===== src/rtl/lcd_spi_stream_if.sv =====
// Valid/ready word stream from the pixel/command sequencer into lcd_spi_stream.
interface lcd_spi_stream_if #(
  parameter int unsigned DATA_W = 16
);
  logic              in_valid;
  logic              in_ready;
  logic [DATA_W-1:0] in_data;
  logic              in_dc;
  logic              in_wide;
  logic              in_delay;

  modport master (output in_valid, in_data, in_dc, in_wide, in_delay, input in_ready);
  modport slave  (input in_valid, in_data, in_dc, in_wide, in_delay, output in_ready);
endinterface


===== src/rtl/lcd_spi_stream.sv =====
// SPI write engine for ST7735-class panels: word FIFO, panel reset sequence, mode-0 serialiser.
// Optional delay tokens are compiled in with `define LCD_SPI_DELAY_EN.
module lcd_spi_stream #(
  parameter int unsigned CLK_DIV      = 2,
  parameter int unsigned DATA_W       = 16,
  parameter int unsigned FIFO_DEPTH   = 16,
  parameter int unsigned RST_LOW_CYC  = 100,
  parameter int unsigned RST_WAIT_CYC = 1200,
  parameter int unsigned DELAY_UNIT   = 1000
) (
  input  logic             clk,
  input  logic             resetn,
  lcd_spi_stream_if.slave  s_in,
  output logic             panel_rdy,
  output logic             busy,
  output logic             lcd_rst_n,
  output logic             spi_cs,
  output logic             spi_dc,
  output logic             spi_clk,
  output logic             spi_mosi
);
  localparam int unsigned AW      = $clog2(FIFO_DEPTH);
  localparam int unsigned CNT_A   = (RST_LOW_CYC > RST_WAIT_CYC) ? RST_LOW_CYC : RST_WAIT_CYC;
  localparam int unsigned CNT_B   = (DELAY_UNIT > CLK_DIV) ? DELAY_UNIT : CLK_DIV;
  localparam int unsigned CNT_MAX = (CNT_A > CNT_B) ? CNT_A : CNT_B;
  localparam int unsigned CNT_W   = $clog2(CNT_MAX + 1);
  localparam int unsigned BIT_W   = $clog2(DATA_W);
`ifdef LCD_SPI_DELAY_EN
  localparam int unsigned EW      = DATA_W + 3;
`else
  localparam int unsigned EW      = DATA_W + 2;
`endif

  typedef enum logic [2:0] {
    ST_RST_LOW, ST_RST_WAIT, ST_IDLE, ST_SETUP, ST_SHIFT, ST_HOLD, ST_DELAY
  } state_t;

  state_t            r_state;
  logic [CNT_W-1:0]  r_cnt;
  logic [BIT_W-1:0]  r_bits;
  logic [DATA_W-1:0] r_shift;
  logic [EW-1:0]     r_mem [FIFO_DEPTH];
  logic [AW:0]       r_wr_ptr, r_rd_ptr;
  logic              r_in_ready, r_panel_rdy, r_busy, r_lcd_rst_n;
  logic              r_spi_cs, r_spi_dc, r_spi_clk, r_spi_mosi;

  logic [AW:0]       w_fill, w_fill_nxt;
  logic [EW-1:0]     w_head, w_entry;
  logic [DATA_W-1:0] w_head_al;
  logic              w_push, w_pop, w_empty, w_cnt_zero, w_last_fall;
  logic              w_head_dly, w_dly_exit, w_active_nxt;

`ifdef LCD_SPI_DELAY_EN
  logic [DATA_W-1:0] r_dly;
  assign w_entry    = {s_in.in_delay, s_in.in_wide, s_in.in_dc, s_in.in_data};
  assign w_head_dly = w_head[DATA_W+2];
  assign w_dly_exit = (r_dly == '0);
`else
  logic w_unused_delay;
  assign w_unused_delay = s_in.in_delay;
  assign w_entry    = {s_in.in_wide, s_in.in_dc, s_in.in_data};
  assign w_head_dly = 1'b0;
  assign w_dly_exit = 1'b1;
`endif

  assign w_fill     = r_wr_ptr - r_rd_ptr;
  assign w_empty    = (w_fill == '0);
  assign w_push     = s_in.in_valid && r_in_ready;
  assign w_fill_nxt = w_fill + (AW+1)'(w_push) - (AW+1)'(w_pop);
  assign w_head     = r_mem[r_rd_ptr[AW-1:0]];
  assign w_cnt_zero = (r_cnt == '0);
  // Narrow words are left-aligned so the shifter always emits from the top bit.
  assign w_head_al  = w_head[DATA_W+1] ? w_head[DATA_W-1:0]
                                       : (DATA_W'(w_head[7:0]) << (DATA_W - 8));
  assign w_last_fall = (r_state == ST_SHIFT) && r_spi_clk && w_cnt_zero && (r_bits == '0);
  // Delay tokens are never chained into a burst; they go through HOLD/IDLE first.
  assign w_pop = !w_empty && (((r_state == ST_IDLE) && w_cnt_zero) || (w_last_fall && !w_head_dly));
  assign w_active_nxt = (r_state == ST_SETUP) || (r_state == ST_SHIFT) ||
                        ((r_state == ST_HOLD) && !w_cnt_zero) ||
                        ((r_state == ST_DELAY) && !w_dly_exit) || w_pop;

  always_ff @(posedge clk) begin
    if (w_push) r_mem[r_wr_ptr[AW-1:0]] <= w_entry;
  end

  always_ff @(posedge clk or negedge resetn) begin
    if (!resetn) begin
      r_state     <= ST_RST_LOW;
      r_cnt       <= CNT_W'(RST_LOW_CYC - 1);
      r_bits      <= '0;
      r_shift     <= '0;
      r_wr_ptr    <= '0;
      r_rd_ptr    <= '0;
      r_in_ready  <= 1'b0;
      r_panel_rdy <= 1'b0;
      r_busy      <= 1'b0;
      r_lcd_rst_n <= 1'b0;
      r_spi_cs    <= 1'b1;
      r_spi_dc    <= 1'b0;
      r_spi_clk   <= 1'b0;
      r_spi_mosi  <= 1'b0;
`ifdef LCD_SPI_DELAY_EN
      r_dly       <= '0;
`endif
    end else begin
      r_in_ready <= (w_fill_nxt != (AW+1)'(FIFO_DEPTH));
      r_busy     <= (w_fill_nxt != '0) || w_active_nxt;
      if (w_push) r_wr_ptr <= r_wr_ptr + (AW+1)'(1);
      if (w_pop)  r_rd_ptr <= r_rd_ptr + (AW+1)'(1);

      case (r_state)
        ST_RST_LOW: begin
          if (w_cnt_zero) begin
            r_lcd_rst_n <= 1'b1;
            r_state     <= ST_RST_WAIT;
            r_cnt       <= CNT_W'(RST_WAIT_CYC - 1);
          end else r_cnt <= r_cnt - CNT_W'(1);
        end
        ST_RST_WAIT: begin
          if (w_cnt_zero) begin
            r_panel_rdy <= 1'b1;
            r_state     <= ST_IDLE;
          end else r_cnt <= r_cnt - CNT_W'(1);
        end
        ST_IDLE: begin
          if (!w_cnt_zero) r_cnt <= r_cnt - CNT_W'(1);
        end
        ST_SETUP: begin
          if (w_cnt_zero) begin
            r_spi_clk <= 1'b1;
            r_state   <= ST_SHIFT;
            r_cnt     <= CNT_W'(CLK_DIV - 1);
          end else r_cnt <= r_cnt - CNT_W'(1);
        end
        ST_SHIFT: begin
          if (!w_cnt_zero) r_cnt <= r_cnt - CNT_W'(1);
          else if (!r_spi_clk) begin
            r_spi_clk <= 1'b1;
            r_cnt     <= CNT_W'(CLK_DIV - 1);
          end else begin
            // Falling edge: advance MOSI, or finish the word.
            r_spi_clk <= 1'b0;
            r_cnt     <= CNT_W'(CLK_DIV - 1);
            if (r_bits == '0) r_state <= ST_HOLD;
            else begin
              r_spi_mosi <= r_shift[DATA_W-1];
              r_shift    <= r_shift << 1;
              r_bits     <= r_bits - BIT_W'(1);
            end
          end
        end
        ST_HOLD: begin
          if (w_cnt_zero) begin
            r_spi_cs <= 1'b1;
            r_state  <= ST_IDLE;
            r_cnt    <= CNT_W'(CLK_DIV - 1);
          end else r_cnt <= r_cnt - CNT_W'(1);
        end
`ifdef LCD_SPI_DELAY_EN
        ST_DELAY: begin
          if (w_dly_exit) begin
            r_state <= ST_IDLE;
            r_cnt   <= CNT_W'(CLK_DIV - 1);
          end else if (w_cnt_zero) begin
            r_dly <= r_dly - DATA_W'(1);
            r_cnt <= CNT_W'(DELAY_UNIT - 1);
          end else r_cnt <= r_cnt - CNT_W'(1);
        end
`endif
        default: r_state <= ST_IDLE;
      endcase

      // A pop overrides the case transition: start the next word (or delay).
      if (w_pop) begin
        if (w_head_dly) begin
`ifdef LCD_SPI_DELAY_EN
          r_state <= ST_DELAY;
          r_dly   <= w_head[DATA_W-1:0];
          r_cnt   <= CNT_W'(DELAY_UNIT - 1);
`endif
        end else begin
          r_state    <= ST_SETUP;
          r_cnt      <= CNT_W'(CLK_DIV - 1);
          r_spi_cs   <= 1'b0;
          r_spi_dc   <= w_head[DATA_W];
          r_spi_mosi <= w_head_al[DATA_W-1];
          r_shift    <= w_head_al << 1;
          r_bits     <= w_head[DATA_W+1] ? BIT_W'(DATA_W - 1) : BIT_W'(7);
        end
      end
    end
  end

  assign s_in.in_ready = r_in_ready;
  assign panel_rdy     = r_panel_rdy;
  assign busy          = r_busy;
  assign lcd_rst_n     = r_lcd_rst_n;
  assign spi_cs        = r_spi_cs;
  assign spi_dc        = r_spi_dc;
  assign spi_clk       = r_spi_clk;
  assign spi_mosi      = r_spi_mosi;
endmodule

===== src/flat_wrapper.sv =====
// flat-port wrapper written by rule: the top's interface ports become plain ports
module lcd_spi_stream_flat 
#(
  parameter int unsigned CLK_DIV      = 2,
  parameter int unsigned DATA_W       = 16,
  parameter int unsigned FIFO_DEPTH   = 16,
  parameter int unsigned RST_LOW_CYC  = 100,
  parameter int unsigned RST_WAIT_CYC = 1200,
  parameter int unsigned DELAY_UNIT   = 1000
)
  (clk, resetn, panel_rdy, busy, lcd_rst_n, spi_cs, spi_dc, spi_clk, spi_mosi, s_in_in_valid, s_in_in_data, s_in_in_dc, s_in_in_wide, s_in_in_delay, s_in_in_ready);
  lcd_spi_stream_if #(.DATA_W(DATA_W)) s_in_i ();
  input  logic clk;
  input  logic resetn;
  output logic panel_rdy;
  output logic busy;
  output logic lcd_rst_n;
  output logic spi_cs;
  output logic spi_dc;
  output logic spi_clk;
  output logic spi_mosi;
  input wire logic [$bits(s_in_i.in_valid)-1:0] s_in_in_valid;
  input wire logic [$bits(s_in_i.in_data)-1:0] s_in_in_data;
  input wire logic [$bits(s_in_i.in_dc)-1:0] s_in_in_dc;
  input wire logic [$bits(s_in_i.in_wide)-1:0] s_in_in_wide;
  input wire logic [$bits(s_in_i.in_delay)-1:0] s_in_in_delay;
  output wire logic [$bits(s_in_i.in_ready)-1:0] s_in_in_ready;
  assign s_in_i.in_valid = s_in_in_valid;
  assign s_in_i.in_data = s_in_in_data;
  assign s_in_i.in_dc = s_in_in_dc;
  assign s_in_i.in_wide = s_in_in_wide;
  assign s_in_i.in_delay = s_in_in_delay;
  assign s_in_in_ready = s_in_i.in_ready;
  lcd_spi_stream #(.CLK_DIV(CLK_DIV), .DATA_W(DATA_W), .FIFO_DEPTH(FIFO_DEPTH), .RST_LOW_CYC(RST_LOW_CYC), .RST_WAIT_CYC(RST_WAIT_CYC), .DELAY_UNIT(DELAY_UNIT)) u_core (.clk(clk), .resetn(resetn), .s_in(s_in_i), .panel_rdy(panel_rdy), .busy(busy), .lcd_rst_n(lcd_rst_n), .spi_cs(spi_cs), .spi_dc(spi_dc), .spi_clk(spi_clk), .spi_mosi(spi_mosi));
endmodule

===== config.mk =====
export PLATFORM = sky130hd
export DESIGN_NAME = lcd_spi_stream_flat
export DESIGN_NICKNAME = d
export VERILOG_FILES = /design/src/rtl/lcd_spi_stream_if.sv /design/src/rtl/lcd_spi_stream.sv /design/src/flat_wrapper.sv
export SDC_FILE = /design/constraint.sdc
export NUM_CORES = 1
export LEC_CHECK = 0
export ABC_AREA = 0
export CORE_AREA = 2 2 171 173
export DETAILED_ROUTE_END_ITERATION = 6
export DIE_AREA = 0 0 173 175
export GPL_TIMING_DRIVEN = 0
export MAX_ROUTING_LAYER = met4
export PLACE_DENSITY = 0.66
export SYNTH_ARGS = -nofsm -noshare
export SYNTH_HDL_FRONTEND = slang
export SYNTH_SLANG_ARGS = --single-unit

===== constraint.sdc =====
create_clock -name clk -period 6.4 [get_ports clk]
set_clock_uncertainty 0.1 [all_clocks]
set_input_delay 1.28 -clock clk [delete_from_list [all_inputs] [get_ports clk]]
set_output_delay 1.28 -clock clk [all_outputs]
set_load 0.1 [all_outputs]

==> impl_results.md <==
- Global-route wire length before repair: 46.1 mm
- N_diodes: 0
- Layout area overhead: 15.6%
- Clock power share: 0.367
- Worst setup path class: flip-flop to flip-flop
- Final #Nets: just under 900
- Flops & latches, synth: 339
- Comb pwr share: 0.130
- Delay-heaviest family, CP: buffers and inverters
- Top_reg_cell synth: edfxtp_1
- Most frequent cells in the layout: edfxtp_1 (288), mux4_2 (71), dfrtp_1 (46), clkbuf_16 (37), nand2_1 (29)
- Core Box Area: 28400 um^2
- Syn nets: 793
- Mean Syn Cell Area: 18.6 um^2
- Htree depth: 2
- DRT Wirelength: approximately 30 mm
- FP Rows: 62
- Post-CTS Hold Buffers: 0
- Share of cells above drive strength 1: 0.214
- Synth warnings: 0
- Largest net degree at the start of global routing: 36
- Mapped Cells: 751
- Fin crit period: a little under 6 ns
- Die Wd: 173 um
- Postcts setup bufs: 0
- Top cells by area, synth: edfxtp_1 (62%), mux4_2 (11%), dfrtp_1 (8.2%)
- Worst Max-Slew Pin Slew: 1.03 ns
- CTS tree: built
- Clock slew at reported path FFs: 0.06 ns
- Async SR Flop Fraction: 0.150
- Die height: approximately 180 um
- Initial DRC count: 785
- Startpoint Class: flip-flop
- Number of distinct library cells after synthesis: 58
- Routed Antenna Nets: 0
- Crit-path max FO: 10
- Via count of the routed design: around 7300
- Sequential area share after synthesis: 0.709
- # port buffers: 28
- Worst Hold Class: flip-flop to flip-flop
- Die Area: approximately 30000 um^2
- Pwr Total: 5.28 mW
- # DRC: 0
- Area fraction of the dominant cell type after synthesis: 0.618
- Worst Path Required: 6.68 ns
- Post-Syn Area: roughly 14000 um^2
- Status: completed
- Slew headroom: 0.313
- Post-synth EDFFs: 288
- RSZ-0062 raised after global routing: false
- PwrDens: approximately 330 nW/um^2
- Ports: 30
- Initial antenna violation count: 0
- Sequential share of power: 0.502
- CP max stage delay: 0.66 ns
- Final setup TNS: 0 ns
- Max Freq: 0.172 GHz
- Hold Fails Final Rpt: 0
- Total CTS buffers: 36
- Final period utilization: 0.907
- DP HPWL: around 20 mm
- Final setup fails: 0
- Critical path, cell by cell: clkbuf_1 -> clkbuf_1 -> inv_1 -> ha_1 -> a21o_1 -> a21oi_1 -> xnor2_1 -> inv_1 -> ha_1 -> nand3b_1 -> a2111oi_4 -> a21oi_1 -> nand3_1 -> inv_1 -> ha_1 -> inv_1 -> ha_1 -> fa_1 -> a21oi_1 -> o21bai_1 -> xnor2_1 -> xnor2_1 -> nand4b_1
- Area leader, netlist: edfxtp_1
- Leakage Power: between 5 and 6 nW
- CTS resizes: 0
- Clock Sinks: 339
- Via density: between 5 and 6
- Number of max-cap violations: 0
- Global-route congestion overflow total: 0
- CTS root buf: clkbuf_16
- Most common cell after layout, fill and taps aside: edfxtp_1
- Worst endpoint data arrival time: around 6.1 ns
- Pre-Repair DR Iteration Count: 5
- Starting density of the core: 0.493
- GPL Wtd Cong: 0.838
- Slowest CP cell: clkbuf_1
- Internal Power: 3.99 mW
- CP bufs+invs: 6
- Vias in the first global route: 7559
- Clk_lat worst skew: about 0.52 ns
- Clock Tree Buf Depth: 3
- GR Util All Layers: 0.213
- Max rail drop VDD: 0.224 mV
- Routed wire per std cell: 24.6 um
- Net load switching power: 1.29 mW
- Max Transition Viols Final: 0
- Sw Ratio: 0.244
- Reg2reg setup slack: 0.60 ns
- Worst Setup End Kind: flip-flop
[Yosys cell counts, types with 6 or more instances]
cell / number
o22ai_1: 6
o21ai_1: 11
nor3_1: 13
a22o_1: 7
dfrtp_1: 46
clkbuf_1: 15
mux4_2: 71
nor2_1: 34
mux4_1: 10
inv_1: 22
nand4_1: 6
ha_1: 18
a22oi_1: 7
nand3_1: 9
nand2_1: 29
a211oi_1: 6
xnor2_1: 15
buf_2: 9
edfxtp_1: 288
a221oi_1: 6
a21oi_1: 26
mux2i_1: 17
[final cells by class]
cell class	instances	area, um^2
fill	2167	12200
sequential	339	9930
multi-input combinational	354	3870
clock buffer	43	948
timing repair buffer	44	531
tap	384	480
buffer	36	195
clock inverter	19	143
inverter	22	82.6
[power by group through the flow]
stage	Combinational, mW	Sequential, mW	Clock, mW
after global placement	0.588	2.69	0
after CTS	0.698	2.65	1.97
after global routing	0.745	2.66	2.05
final	0.688	2.65	1.94
after floorplan	0.412	2.69	0
after detailed placement	0.694	2.70	0
[sequential cells by signal, summed over array words and instances (netlist names)]
signal,count
u_core.spi_clk,1
u_core.r_rd_ptr,5
u_core.spi_mosi,1
u_core.r_shift,15
u_core.r_mem,288
u_core.r_state,3
u_core.r_bits,4
u_core.lcd_rst_n,1
u_core.s_in.in_ready,1
u_core.busy,1
u_core.panel_rdy,1
u_core.spi_cs,1
u_core.spi_dc,1
u_core.r_wr_ptr,5
u_core.r_cnt,11
[stage by stage]
stage,instances,util,worst slack [ns],hold WS (ns),instance area (um^2)
final,1241,0.570,0.596,0.380,16200
after global routing,1241,0.570,0.188,0.403,16200
after CTS,1241,0.570,0.586,0.381,16200
after detailed placement,1179,0.531,0.637,0.368,15100
after global placement,1163,0.520,0.721,0.362,14800
after floorplan,751,-,1.70,0.359,14000
[kinds of logic (layout without fill, tap and decap cells)]
kind of cell / Yosys count / count (layout) / share of synthesized area
multiplexers: 102 / 102 / 0.149
XOR/XNOR: 20 / 20 / 0.0125
buffers and inverters: 58 / 164 / 0.0198
adder cells (fa/ha/maj): 20 / 20 / 0.0189
flip-flops: 339 / 339 / 0.709
AND/OR/NAND/NOR: 116 / 116 / 0.0420
AO/OA/AOI/OAI: 96 / 96 / 0.0487
[path summary, 6_finish.rpt]
path | from | endpoint | cells past startpoint
max | u_core.r_rd_ptr[1] | u_core.busy | 23
min | u_core.spi_dc | u_core.spi_dc | 2
max reg2reg | u_core.r_rd_ptr[1] | u_core.busy | 23
min reg2reg | u_core.spi_dc | u_core.spi_dc | 2
max in group asynchronous | resetn | u_core.spi_cs | 2
min in group asynchronous | resetn | u_core.r_cnt[4] | 1
[layer usage]
layer / part of all wire / wire [um] / global-route usage / vias to the layer above
met2: 0.52 / 15800 / 0.360 / 239
met5: 0 / 0 / - / -
met1: 0.41 / 12400 / 0.269 / 3786
met4: 0.022 / 664 / 0.0579 / 0
met3: 0.055 / 1670 / 0.0357 / 49
li1: - / - / - / 3206
[worst min-delay path, cell delays in order (launching register included)]
cell and delay (ns):
dfrtp_1 0.35, nand2_1 0.05, nand2_1 0.05
Power figures use the tool's default switching activity.
